===== src/rtl/alarm_controller.sv =====
// alarm_controller: programmable BCD alarm with edge-triggered match, snooze, stop and ring timeout
module alarm_controller #(
   parameter int RING_TICKS  = 60,
   parameter int SNOOZE_MINS = 5,
   parameter int MAX_SNOOZE  = 3
) (
   input  logic        clk,
   input  logic        rst,
   input  logic [12:0] time_now,
   input  logic        tick,
   input  logic        alarm_on,
   input  logic        set_alarm,
   input  logic [12:0] set_value,
   input  logic        snooze,
   input  logic        stop,
   output logic [12:0] alarm_time,
   output logic        ringing,
   output logic        snoozed,
   output logic        set_err,
   output logic [1:0]  state
);
   typedef enum logic [1:0] {IDLE = 2'd0, ARMED = 2'd1, RING = 2'd2, SNOOZE = 2'd3} state_t;
   state_t      st, st_nx;
   logic [12:0] snooze_time, alarm_nx, snooze_nx, snooze_calc;
   logic [7:0]  ring_cnt, ring_nx;
   logic [2:0]  snooze_cnt, scnt_nx;
   logic        eq_prev, eqp_nx, err_nx, eq, hit, carry;
   logic [6:0]  m_sum, m_new, h_cur, h_new;
   function automatic logic valid_time(input logic [12:0] t);
      return t[12:11] <= 2'd2 && t[10:7] <= 4'd9 && !(t[12:11] == 2'd2 && t[10:7] > 4'd3)
             && t[6:4] <= 3'd5 && t[3:0] <= 4'd9;
   endfunction
   assign eq  = time_now == (st == SNOOZE ? snooze_time : alarm_time);
   assign hit = eq & ~eq_prev;
   // Snooze target: minutes and hours handled in binary, then re-encoded as BCD
   always_comb begin
      m_sum = {4'd0, time_now[6:4]} * 7'd10 + {3'd0, time_now[3:0]} + 7'(SNOOZE_MINS);
      carry = m_sum >= 7'd60;
      m_new = carry ? m_sum - 7'd60 : m_sum;
      h_cur = {5'd0, time_now[12:11]} * 7'd10 + {3'd0, time_now[10:7]};
      h_new = !carry ? h_cur : h_cur == 7'd23 ? 7'd0 : h_cur + 7'd1;
      snooze_calc = {2'(h_new / 7'd10), 4'(h_new % 7'd10), 3'(m_new / 7'd10), 4'(m_new % 7'd10)};
   end
   always_comb begin
      st_nx     = st;
      alarm_nx  = alarm_time;
      snooze_nx = snooze_time;
      ring_nx   = ring_cnt;
      scnt_nx   = snooze_cnt;
      eqp_nx    = eq;
      err_nx    = 1'b0;
      if (set_alarm) begin
         if (valid_time(set_value)) begin
            alarm_nx = set_value;
            eqp_nx   = 1'b1;
            scnt_nx  = 3'd0;
            st_nx    = (st == RING || st == SNOOZE) ? ARMED : st;
         end else
            err_nx = 1'b1;
      end else begin
         case (st)
            IDLE:   st_nx = alarm_on ? ARMED : IDLE;
            ARMED:  if (hit) begin
                       st_nx   = RING;
                       ring_nx = 8'd0;
                    end
            RING:   if (stop) begin
                       st_nx   = ARMED;
                       scnt_nx = 3'd0;
                    end else if (snooze && snooze_cnt < 3'(MAX_SNOOZE)) begin
                       snooze_nx = snooze_calc;
                       scnt_nx   = snooze_cnt + 3'd1;
                       eqp_nx    = 1'b1;
                       st_nx     = SNOOZE;
                    end else if (tick) begin
                       if (ring_cnt == 8'(RING_TICKS - 1)) begin
                          st_nx   = ARMED;
                          scnt_nx = 3'd0;
                       end else
                          ring_nx = ring_cnt + 8'd1;
                    end
            default: if (stop) begin
                       st_nx   = ARMED;
                       scnt_nx = 3'd0;
                    end else if (hit) begin
                       st_nx   = RING;
                       ring_nx = 8'd0;
                    end
         endcase
      end
      if (!alarm_on) begin
         st_nx   = IDLE;
         ring_nx = 8'd0;
         scnt_nx = 3'd0;
      end
   end
   always_ff @(posedge clk or negedge rst) begin
      if (!rst) begin
         st          <= IDLE;
         alarm_time  <= 13'd0;
         snooze_time <= 13'd0;
         ring_cnt    <= 8'd0;
         snooze_cnt  <= 3'd0;
         eq_prev     <= 1'b1;
         set_err     <= 1'b0;
      end else begin
         st          <= st_nx;
         alarm_time  <= alarm_nx;
         snooze_time <= snooze_nx;
         ring_cnt    <= ring_nx;
         snooze_cnt  <= scnt_nx;
         eq_prev     <= eqp_nx;
         set_err     <= err_nx;
      end
   end
   assign state   = st;
   assign ringing = st == RING;
   assign snoozed = st == SNOOZE;
endmodule


===== config.mk =====
export PLATFORM = sky130hd
export DESIGN_NAME = alarm_controller
export DESIGN_NICKNAME = d
export VERILOG_FILES = /design/src/rtl/alarm_controller.sv
export SDC_FILE = /design/constraint.sdc
export NUM_CORES = 1
export LEC_CHECK = 0
export ABC_AREA = 1
export CAP_MARGIN = 40
export CORE_MARGIN = 2
export CORE_UTILIZATION = 28
export DETAILED_ROUTE_END_ITERATION = 16
export GPL_TIMING_DRIVEN = 0
export PLACE_DENSITY_LB_ADDON = 0.05
export SKIP_CTS_REPAIR_TIMING = 1
export SLEW_MARGIN = 20
export SYNTH_ARGS = -nofsm -noshare
export SYNTH_HDL_FRONTEND = slang
export SYNTH_SLANG_ARGS = --single-unit

===== constraint.sdc =====
create_clock -name clk -period 2.3 [get_ports clk]
set_clock_uncertainty 0.05 [all_clocks]
set_input_delay 0.46 -clock clk [delete_from_list [all_inputs] [get_ports clk]]
set_output_delay 0.46 -clock clk [all_outputs]
set_load 0.1 [all_outputs]

---- After elaboration in Yosys (flattened, before gate mapping) ----
Cells that the tools add are included.
word-level totals
  register bits ........................... 41
  word-level logic and storage cells ...... 108
operators by class
  add/sub/neg operators ................... 7
  multipliers ............................. 2
  divide/modulo/power cells ............... 4
  $lt $le $gt $ge ......................... 7
  equal/unequal tests ..................... 22
  muxes and demuxes ....................... 40
  bitwise operators ....................... 4
  reductions and logical operators ........ 15
operators by type and width
  cell                 number
  $mux 8               8
  $mux 3               8
  $pmux 8 s3           1
  $mux 7               3
  $mux 2               10
  $div 7x4->7 const B  2
  $mod 7x4->7 const B  2
  $eq 13x13->1         1
  $mux 13              1
  $ne 3x2->1 const B   4
  $ne 3x3->1 const B   4
  $add 8x1->8 const B  1
  $eq 8x6->1 const B   1
  $le 4x4->1 const B   2
  $reduce_and 4->1     2
  $add 6x4->7          1
  $add 7x1->7 const B  1
  $add 7x3->7 const B  1
  $add 7x4->7          1
  $eq 7x5->1 const B   1
  $ge 7x6->1 const B   1
  $mux 1               7
  $reduce_and 7->1     1
  $sub 7x6->7 const B  1
  other kinds (26)     36

---- Longest topological paths before layout ----
Gate-level depths: netlist (run 1).
  depth after elaboration ................. 9
  gate-level depth with buffers ........... 36
  gate-level depth less buffers ........... 35

---- Least setup slack after synthesis (run 1) ----
OpenSTA, ideal clock, no wires.
  path kind ............................... input-to-reg
  from .................................... input time_now[1]
  to ...................................... register snooze_time[8]
  setup time .............................. 117 ps
  arrival time ............................ 4333 ps
  setup slack ............................. -2200 ps
  stages .................................. 33
  path buffers ............................ 1
  path through ............................ ha_1 > ha_1 > inv_1 > fa_1 > inv_1 > nand2_1 > nand2_2 > inv_1 > ha_1 > nand4_4 > nand2_4 > buf_12 > nand2_2 > nand2_4 > ha_1 > nor2_2 > nand2_1 > nand2_1 > nand2_1 > and2_1 > ha_1 > nand2_1 > nand3_2 > nand2_4 > nand2_2 > and2_1 > ha_1 > nand2_1 > nand2_2 > nand2_2 > nand2_1 > nand3_1 > nand2_1
on the way
  word-level cells in the longest chain between the ends .. 5
RTL lines
  element               RTL line  source
  start, declared       9         input logic [12:0] time_now,
  $add 7x4->7           37        m_sum = {4'd0, time_now[6:4]} * 7'd10 + {3'd0, time_now[3:0]} + 7'(SNOOZE_MINS);
  $add 7x3->7           37
  $ge 7x6->1            38        carry = m_sum >= 7'd60;
  $mux 7                41        h_new = !carry ? h_cur : h_cur == 7'd23 ? 7'd0 : h_cur + 7'd1;
  $mod 7x4->7           42        snooze_calc = {2'(h_new / 7'd10), 4'(h_new % 7'd10), 3'(m_new / 7'd10), 4'(m_new % 7'd10)};
  end signal, assigned  109       snooze_time <= snooze_nx;
  end, declared         24        logic [12:0] snooze_time, alarm_nx, snooze_nx, snooze_calc;
Every way passes these cells.
A chain may end at the register's enable or synchronous reset.

---- Final worst setup path (run 1) ----
  from .................................... input time_now[4]
  to ...................................... register snooze_time[9]
on the way
  word-level cells in the longest chain between the ends .. 6
RTL lines
  element      RTL line
  $mul 3x3->6  37
  $add 7x4->7  37
  $add 7x3->7  37
  $ge 7x6->1   38
  $mux 7       41
  $mod 7x4->7  42
Every way passes these cells.

==> metrics.md, run 1 <==
| Metric | Value |
|---|---|
| Result of the run | `finished with violations` |
| Failing checks | `negative setup slack` |
| Maxcap violations | `0` |
| CTS Sinks | `41` |
| Largest net degree at the start of global routing | `23` |
| Max H-tree Level | `2` |
| Mapped Nets | `roughly 580` |
| Hold WC Path Type | `input pin to async pin` |
| Leakage power | `between 2 and 3 nW` |
| Area leader, netlist | `dfrtp_1` |
| Clk buf depth | `2` |
| First-pass GRT wire length | `16.0 mm` |
| Syn Area/Cell | `slightly above 7 um2` |
| Setup violations, final | `22` |
| Ratio of cells with drive above 1 in the final layout | `0.337` |
| Total wire length | `9.88 mm` |
| Antenna diode count | `0` |
| Final hold slack | `0.0967 ns` |
| Synth Register Bits | `41` |
| Initial Util | `0.287` |
| Setup_tns | `-18.01 ns` |
| Area of the multi-input gates | `roughly 2800 um2` |
| I/O pins | `51` |
| Vias | `around 3700` |
| Worst Path Arrival | `4.23 ns` |
| Worst setup EP type | `flip-flop` |
| Detailed Place HPWL | `7.78 mm` |
| Die H | `118 um` |
| DRC violations left | `0` |
| DRT iter0 DRCs | `159` |
| Clock latency on the worst-skew pair | `0.29 ns` |
| GRT overflow | `0` |
| Maximum VDD drop | `0.000270 V` |
| Main synth FF type | `dfrtp_1` |
| CP startpoint kind | `input pin` |
| Clock-pin slew on the worst setup and hold paths | `0.06 ns` |
| Cell row count | `41` |
| DR top layer | `met4` |
| M1 WL | `around 5 mm` |
| Critical Path RT | `between 2 and 2.5 ns` |
| Vias in the first global route | `3229` |
| Register area | `about 1000 um2` |
| Worst-Margin Slew | `0.529 ns` |
| Async SR Flop Fraction | `1.00` |
| Post-Synthesis Cells | `517` |
| Max Slew Vio Count | `0` |
| Critical Path Slowest Stage Cell | `fa_2` |
| Critical path type | `input pin to flip-flop` |
| Tot GR Track Use | `0.139` |
| Min cycle time layout | `around 4 ns` |
| Routability cong. | `just over 0.8` |
| # nets final | `687` |
| Placement Setup Slack | `-2.79 ns` |
| Final Hold Viols | `0` |
| Yosys cell types | `45` |
| Non-Filler Instances | `802` |
| First drt pass iteration count | `4` |
| RSZ-0062 raised after global routing | `yes` |
| Fmax | `244 MHz` |
| Routed wl met3 | `378 um` |
| # port buffers | `50` |
| CTS tree | `built` |
| Core footprint | `12700 um2` |
| Antenna violations before repair | `0` |
| Vias per inst | `4.55` |
| Area grow syn2layout | `58.0%` |
| Die X | `between 100 and 150 um` |
| Area fraction of the dominant cell type after synthesis | `0.275` |
| CP most frequent cell | `nand2_4` |
| Final core occ | `0.454` |
| Cell Area, Synth | `3640 um2` |
| CTS Buf Count | `5` |
| Final WS setup | `-1.80 ns` |
| Crit share post-route | `1.78` |
| CP max FO | `7` |
| Antenna viol nets, final | `0` |
| Synth warn | `0` |
| Post-synth EDFFs | `0` |
| Relative slew slack | `0.647` |
| Routed wire per std cell | `12.3 um` |
| Die area | `13900 um2` |
| Critical path's largest stage delay | `approximately 0.63 ns` |
| Placed Cells | `roughly 760` |
| Synth top area cells | `dfrtp_1 28%, nand2_1 13%, inv_1 7.9%` |
| DR WL met2 | `between 4 and 5 mm` |
| CTS root buf | `clkbuf_16` |
| PwrDens | `861 nW/um2` |
| Seq/Total Area, Yosys | `0.282` |
| Fillers | `1254` |
## cells by family (layout without fill, tap and decap cells)
kind of cell / count (synthesis) / count (layout) / synth area share
and+or+nand+nor: 271 / 271 / 0.369
AOI/OAI and AO/OA: 77 / 77 / 0.127
adders and majority gates: 25 / 25 / 0.0901
DFF: 41 / 41 / 0.282
buffers and inverters: 88 / 201 / 0.0963
xor gates and xnor gates: 15 / 15 / 0.0361
## layer usage
layer  vias up  GRT usage
met5         -          0
met2        59      0.211
met1      1650      0.204
li1       1934          -
met3         8     0.0218
met4         0     0.0384
## cell type report
type                       count  share of cell area
inverter                      79              0.0516
clock inverter                 1             0.00522
clock buffer                   7              0.0248
tap                          172              0.0374
sequential                    41               0.182
multi-input combinational    388               0.486
timing repair buffer         106               0.200
buffer                         8              0.0131
## worst paths after layout
path / slack, ns / startpoint / depth (start not counted) / end
max in group asynchronous: 1.53 / rst / 2 / eq_prev$_DFF_PN1_
min in group clk: 0.42 / snooze_time[8]$_DFFE_PN0P_ / 2 / snooze_time[8]$_DFFE_PN0P_
min reg2reg: 0.42 / snooze_time[8]$_DFFE_PN0P_ / 2 / snooze_time[8]$_DFFE_PN0P_
max: -1.80 / time_now[4] / 31 / snooze_time[9]$_DFFE_PN0P_
min: 0.1 / rst / 1 / alarm_time[1]$_DFFE_PN0P_
max reg2reg: -0.36 / state[0]$_DFFE_PN0P_ / 16 / ring_cnt[4]$_DFFE_PN0P_
## cell usage after synthesis (2+ instances only)
master,number
nand2_1,126
inv_1,77
nand3_1,45
dfrtp_1,40
o21ai_0,34
nor2_1,33
ha_1,23
nand2_2,16
nand4_1,15
a21oi_1,13
nand2_4,8
xor2_1,8
o211ai_1,7
xnor2_1,7
a31oi_1,6
nand3_2,6
clkbuf_1,5
nor3_1,5
buf_2,3
nor2_2,3
o21ai_1,3
a21oi_2,2
a32o_1,2
and2_1,2
fa_1,2
nor2_4,2
nor4_1,2
o21a_1,2
o21ai_2,2
o32ai_1,2
or2_2,2
## through the flow
stage	area [um2]	power [mW]
finish	5750	4.95
global route	5750	5.31
CTS	5170	4.65
detailed placement	5000	3.80
global placement	4680	3.55
floorplan	3960	3.04
## where the power goes
part / switching, mW / internal [mW] / total, mW
registers: 0.0388 / 0.803 / 0.842
logic: 1.95 / 1.33 / 3.28
clock network: 0.289 / 0.542 / 0.831
## registers in the layout, indices dropped and copies added (netlist names)
signal       flops
state            2
snooze_cnt       3
snooze_time     13
set_err          1
eq_prev          1
alarm_time      13
ring_cnt         8
## cell usage in the layout, fill, tap and decap left out, types with 11 or more instances in the layout
master	Yosys	final
nand2_1	126	109
inv_1	77	68
clkdlybuf4s50_1	0	37
nand3_1	45	34
buf_4	0	32
dfrtp_1	40	27
nor2_1	33	25
nand2_4	8	21
nand2_2	16	20
o21ai_0	34	20
nand4_1	15	15
nand3_2	6	15
buf_8	0	15
ha_4	0	14
a21oi_1	13	11
dfrtp_2	0	11
## worst max-delay path: cells and delay by family
| family | cells | cell delay (ns) |
|---|---|---|
| fa+ha+maj | 7 | 1.77 |
| simple gates | 20 | 1.61 |
| buf+inv | 4 | 0.40 |
Note: power is estimated with default switching activity, not from simulation.
==> inputs of run 2 (changes only) <==
CAP_MARGIN = 20   (was 40)
SKIP_LAST_GASP = 1   (was default)
==> run 2 against run 1 <==
Against the previous run:
- the flow still finishes with violations (negative setup slack)
- utilization fell by 3.0 points
- sequential share of layout area rose by 1.3 points
- worst setup slack improved by 0.024 ns
- global-route usage rose by 0.075 points
- final cell count fell by 2.6%
- critical path type unchanged
- highest routed layer unchanged
==> metrics.md, run 2 (synthesis results as in run 1) <==
| Metric | Value |
|---|---|
| DR top layer | `met4` |
| Clock latency on the worst-skew pair | `between 0.2 and 0.3 ns` |
| Relative slew slack | `0.339` |
| Largest net degree at the start of global routing | `23` |
| Crit Reg-Reg Endpoint | `ring_cnt[4]$_DFFE_PN0P_` |
| Sequential group share of total power | `0.179` |
| Hold WC Path Type | `input pin to async pin` |
| Cell row count | `41` |
| Fmax | `246 MHz` |
| Failing checks | `negative setup slack` |
| DRT iter0 DRCs | `173` |
| GRT overflow | `0` |
| DR WL met2 | `4.27 mm` |
| CTS Buf Count | `5` |
| Die H | `118 um` |
| Crit share post-route | `1.77` |
| M1 WL | `5.16 mm` |
| Max H-tree Level | `2` |
| Vias | `between 3000 and 4000` |
| Antenna violations before repair | `0` |
| Final Hold Viols | `0` |
| CTS root buf | `clkbuf_16` |
| Clock share of power | `0.175` |
| Sw Ratio | `0.472` |
| Worst reg2reg path depth | `16` |
| # port buffers | `50` |
| Setup violations, final | `21` |
| CTS Sinks | `41` |
| Routed wl met3 | `281 um` |
| Most frequent cells in the layout | `108 x nand2_1, 67 x inv_1, 36 x nand3_1, 30 x buf_4, 27 x dfrtp_1` |
| Area after DPL | `4700 um2` |
| Commonest non-fill, non-tap cell in the layout | `nand2_1` |
| Worst setup EP type | `flip-flop` |
| Fillers | `~1300` |
| Vias per inst | `4.60` |
| Maxcap violations | `0` |
| Clock-pin slew on the worst setup and hold paths | `0.06 ns` |
| Routed wire per std cell | `12.6 um` |
| Vias in the first global route | `3214` |
| Antenna viol nets, final | `0` |
| Total net switching power | `2.22 mW` |
| Flop2flop setup slack | `-0.32 ns` |
| Min cycle time layout | `4.07 ns` |
| Max Slew Vio Count | `0` |
| Critical Path RT | `approximately 2.4 ns` |
| Detailed Place HPWL | `7.74 mm` |
| Final WS setup | `-1.77 ns` |
| Placement Setup Slack | `-2.80 ns` |
| Total wire length | `about 9.8 mm` |
| CP max FO | `7` |
| Clk buf depth | `2` |
| Worst-Margin Slew | `slightly below 1 ns` |
| Initial Util | `0.287` |
| Part of the power in combinational logic | `0.646` |
| Critical Path Slowest Stage Cell | `fa_2` |
| Top flop regs | `alarm_time: 13 flops, snooze_time: 13 flops, ring_cnt: 8 flops` |
| Critical path's largest stage delay | `0.64 ns` |
| Antenna diode count | `0` |
| # nets final | `666` |
| Critical R2R Launch | `state[1]$_DFFE_PN0P_` |
| CP startpoint kind | `input pin` |
| First drt pass iteration count | `4` |
| Die area | `13900 um2` |
| Worst Path Arrival | `4.20 ns` |
| PwrDens | `877 nW/um2` |
| Area grow syn2layout | `47.6%` |
| CTS tree | `built` |
| Ratio of cells with drive above 1 in the final layout | `0.312` |
| Fin area | `around 5400 um2` |
| Routability cong. | `0.825` |
| Setup_tns | `-17.58 ns` |
| Result of the run | `finished with violations` |
| CP most frequent cell | `nand2_4` |
| RSZ-0062 raised after global routing | `yes` |
| Die X | `118 um` |
| Tot GR Track Use | `0.140` |
| Leakage power | `between 2 and 3 nW` |
| Core footprint | `12700 um2` |
| P_int | `between 2 and 2.5 mW` |
| Critical path type | `input pin to flip-flop` |
| I/O pins | `between 50 and 60` |
| Maximum VDD drop | `0.000282 V` |
| DRC violations left | `0` |
| First-pass GRT wire length | `~16 mm` |
-- run 2: power groups by stage --
stage | logic (mW) | clock network, mW | registers [mW]
finish | 3.04 | 0.826 | 0.841
global route | 3.35 | 0.867 | 0.849
CTS | 2.73 | 0.851 | 0.842
detailed placement | 2.72 | 0 | 0.856
global placement | 2.70 | 0 | 0.856
floorplan | 1.75 | 0 | 1.30
-- run 2: final cells by class --
type | count | area (um2) | share of cell area
multi-input cells | 388 | 2730 | 0.509
clock buffers | 7 | 143 | 0.0266
repair buffers | 85 | 832 | 0.155
plain buffers | 8 | 72.6 | 0.0135
clock inverters | 1 | 30.0 | 0.00559
inverters | 79 | 297 | 0.0552
flip-flops and latches | 41 | 1050 | 0.195
well taps | 172 | 215 | 0.0401
-- run 2: critical path, delay by kind of cell --
| kind | cells | cell delay (ns) |
|---|---|---|
| buffers and inverters | 4 | 0.37 |
| adder cells (fa/ha/maj) | 7 | 1.77 |
| AND/OR/NAND/NOR | 20 | 1.60 |
-- run 2: routing by layer --
layer	vias to the layer above	track usage
met2	55	0.212
met4	0	0.0384
li1	1886	-
met3	8	0.0213
met1	1643	0.206
met5	-	0
-- run 2: how the worst max path moves through the flow --
stage,startpoint,end,cells after the start
finish,time_now[4],snooze_time[8]$_DFFE_PN0P_,31
global route,time_now[4],snooze_time[8]$_DFFE_PN0P_,35
CTS,time_now[4],snooze_time[8]$_DFFE_PN0P_,36
detailed placement,time_now[4],snooze_time[8]$_DFFE_PN0P_,36
global placement,time_now[4],snooze_time[8]$_DFFE_PN0P_,30
floorplan,time_now[4],snooze_time[8]$_DFFE_PN0P_,29
-- run 2: metrics by stage --
| step | hold slack, ns | total power, mW | utilization | cells |
|---|---|---|---|---|
| 6_report | 0.0992 | 4.71 | 0.424 | 781 |
| 2_1_floorplan | 0.114 | 3.04 | - | 517 |
| 3_3_place_gp | 0.416 | 3.55 | 0.369 | 739 |
| 5_1_grt | 0.143 | 5.07 | 0.424 | 781 |
| 4_1_cts | 0.111 | 4.43 | 0.385 | 748 |
| 3_5_place_dp | 0.420 | 3.58 | 0.371 | 740 |
==> inputs of run 3 (changes only) <==
CORE_UTILIZATION = 31   (was 28)
==> run 3 against run 2 <==
Against the previous run:
- the run still ends with negative setup slack left
- global-route usage grew 1.8 points
- largest power group unchanged
- count of clock-buffer cells in the layout did not move
- critical path type unchanged
- sequential cell count unchanged
==> metrics.md, run 3 (synthesis results as in run 1) <==
| Metric | Value |
|---|---|
| Maximum VDD drop | `0.000678 V` |
| # port buffers | `50` |
| Final WS setup | `-1.70 ns` |
| Max H-tree Level | `2` |
| Critical Path RT | `2.43 ns` |
| # nets final | `659` |
| Die X | `112 um` |
| WP buf/inv | `2` |
| Clock-pin slew on the worst setup and hold paths | `~0.060 ns` |
| Vias in the first global route | `~3400` |
| Antenna viol nets, final | `0` |
| Crit path from | `time_now[4]` |
| CP max FO | `7` |
| Critical path depth | `33` |
| Maxcap violations | `0` |
| Relative slew slack | `0.337` |
| Non-Filler Instances | `about 750` |
| Clock latency on the worst-skew pair | `0.29 ns` |
| Area grow syn2layout | `48.4%` |
| Critical path's largest stage delay | `0.33 ns` |
| Die area | `12600 um2` |
| Worst Path Arrival | `about 4.1 ns` |
| Setup violations, final | `19` |
| Worst setup EP type | `flip-flop` |
| Initial Util | `0.319` |
| RSZ-0062 raised after global routing | `yes` |
| Vias per inst | `~4.8` |
| Tot GR Track Use | `0.158` |
| Largest net degree at the start of global routing | `27` |
| Clk buf depth | `2` |
| Placed Cells | `711` |
| First drt pass iteration count | `4` |
| Top flop regs | `alarm_time: 13 flops, snooze_time: 13 flops, ring_cnt: 8 flops` |
| DRT iter0 DRCs | `122` |
| Crit Reg-Reg Endpoint | `ring_cnt[5]$_DFFE_PN0P_` |
| Core footprint | `11400 um2` |
| Result of the run | `finished with violations` |
| Ratio of cells with drive above 1 in the final layout | `0.336` |
| Leakage power | `2.71 nW` |
| Commonest non-fill, non-tap cell in the layout | `nand2_1` |
| Fmax | `250 MHz` |
| Tot Pwr | `4.73 mW` |
| GRT overflow | `0` |
| Detailed Place HPWL | `7.64 mm` |
| CP startpoint kind | `input pin` |
| Flop2flop setup slack | `-0.29 ns` |
| DRC violations left | `0` |
| Antenna diode count | `0` |
| Hold WC Path Type | `input pin to async pin` |
| Worst reg2reg path depth | `16` |
| Vias | `3577` |
| Worst path top cell family by delay | `simple AND/OR/NAND/NOR gates` |
| Critical path type | `input pin to flip-flop` |
| Most frequent cells in the layout | `100 x nand2_1, 67 x inv_1, 32 x nand3_1, 31 x nand2_2, 27 x dfrtp_1` |
| Failing checks | `negative setup slack` |
| Worst-Margin Slew | `0.994 ns` |
| CTS root buf | `clkbuf_16` |
| Routability cong. | `0.842` |
| Routed wire per std cell | `13.4 um` |
| Area after DPL | `4660 um2` |
| Antenna violations before repair | `0` |
| CTS Buf Count | `5` |
| CTS tree | `built` |
| Final Hold Viols | `0` |
| Critical Path Slowest Stage Cell | `ha_4` |
| Crit share post-route | `1.74` |
| I/O pins | `51` |
| Max Slew Vio Count | `0` |
| Setup crit end | `snooze_time[8]$_DFFE_PN0P_` |
| Die H | `112 um` |
| CTS Sinks | `a little over 40` |
| Critical R2R Launch | `state[1]$_DFFE_PN0P_` |
| Total wire length | `9.95 mm` |
| First-pass GRT wire length | `16.6 mm` |
| Cell row count | `39` |
| Fin area | `5400 um2` |
| PwrDens | `876 nW/um2` |
| Min cycle time layout | `roughly 4 ns` |
run 3: cell count changes in the layout (fill, tap and decap cells not counted), sizes merged:
cell / delta
clkinv: +1
clkdlybuf4s50: -2
bufinv: -1
buf: -7
dlymetal6s2s: +2
run 3: layer usage:
metal / GRT usage / vias up / part of all wire
met5: 0 / - / 0
met4: 0.0528 / 0 / 0.015
met3: 0.0275 / 11 / 0.037
met2: 0.243 / 62 / 0.44
met1: 0.225 / 1630 / 0.51
li1: - / 1874 / -
run 3: metrics by stage:
step / hold WS, ns / setup WS [ns] / setup TNS (ns) / util
6_report: 0.0460 / -1.70 / -16.38 / 0.473
5_1_grt: 0.0690 / -1.92 / -20.44 / 0.473
3_5_place_dp: 0.364 / -2.80 / -33.29 / 0.408
2_1_floorplan: 0.114 / -1.76 / -14.44 / -
4_1_cts: 0.0519 / -2.50 / -25.64 / 0.422
3_3_place_gp: 0.411 / -2.77 / -54.55 / 0.407
run 3: power by group:
part | switching (mW) | leakage [nW] | total [mW] | internal (mW)
clock | 0.296 | 0.0799 | 0.755 | 0.460
combinational | 1.97 | 2.11 | 3.13 | 1.16
sequential | 0.0406 | 0.524 | 0.843 | 0.803
run 3: how the worst min path moves through the flow:
stage | startpoint | endpoint | slack (ns) | cells after the start
3_5_place_dp | rst | alarm_time[0]$_DFFE_PN0P_ | 0.36 | 1
2_1_floorplan | rst | alarm_time[0]$_DFFE_PN0P_ | 0.11 | 0
3_3_place_gp | snooze_time[1]$_DFFE_PN0P_ | snooze_time[1]$_DFFE_PN0P_ | 0.41 | 2
5_1_grt | rst | alarm_time[0]$_DFFE_PN0P_ | 0.07 | 1
6_report | rst | alarm_time[0]$_DFFE_PN0P_ | 0.05 | 1
4_1_cts | rst | snooze_time[11]$_DFFE_PN0P_ | 0.05 | 1
run 3: layout make-up:
type,count,area [um2]
fill,1145,6020
multi-input combinational,388,2850
sequential,41,1050
timing repair buffer,78,796
inverter,79,297
tap,143,179
clock buffer,7,153
buffer,8,71.3
clock inverter,1,5.00
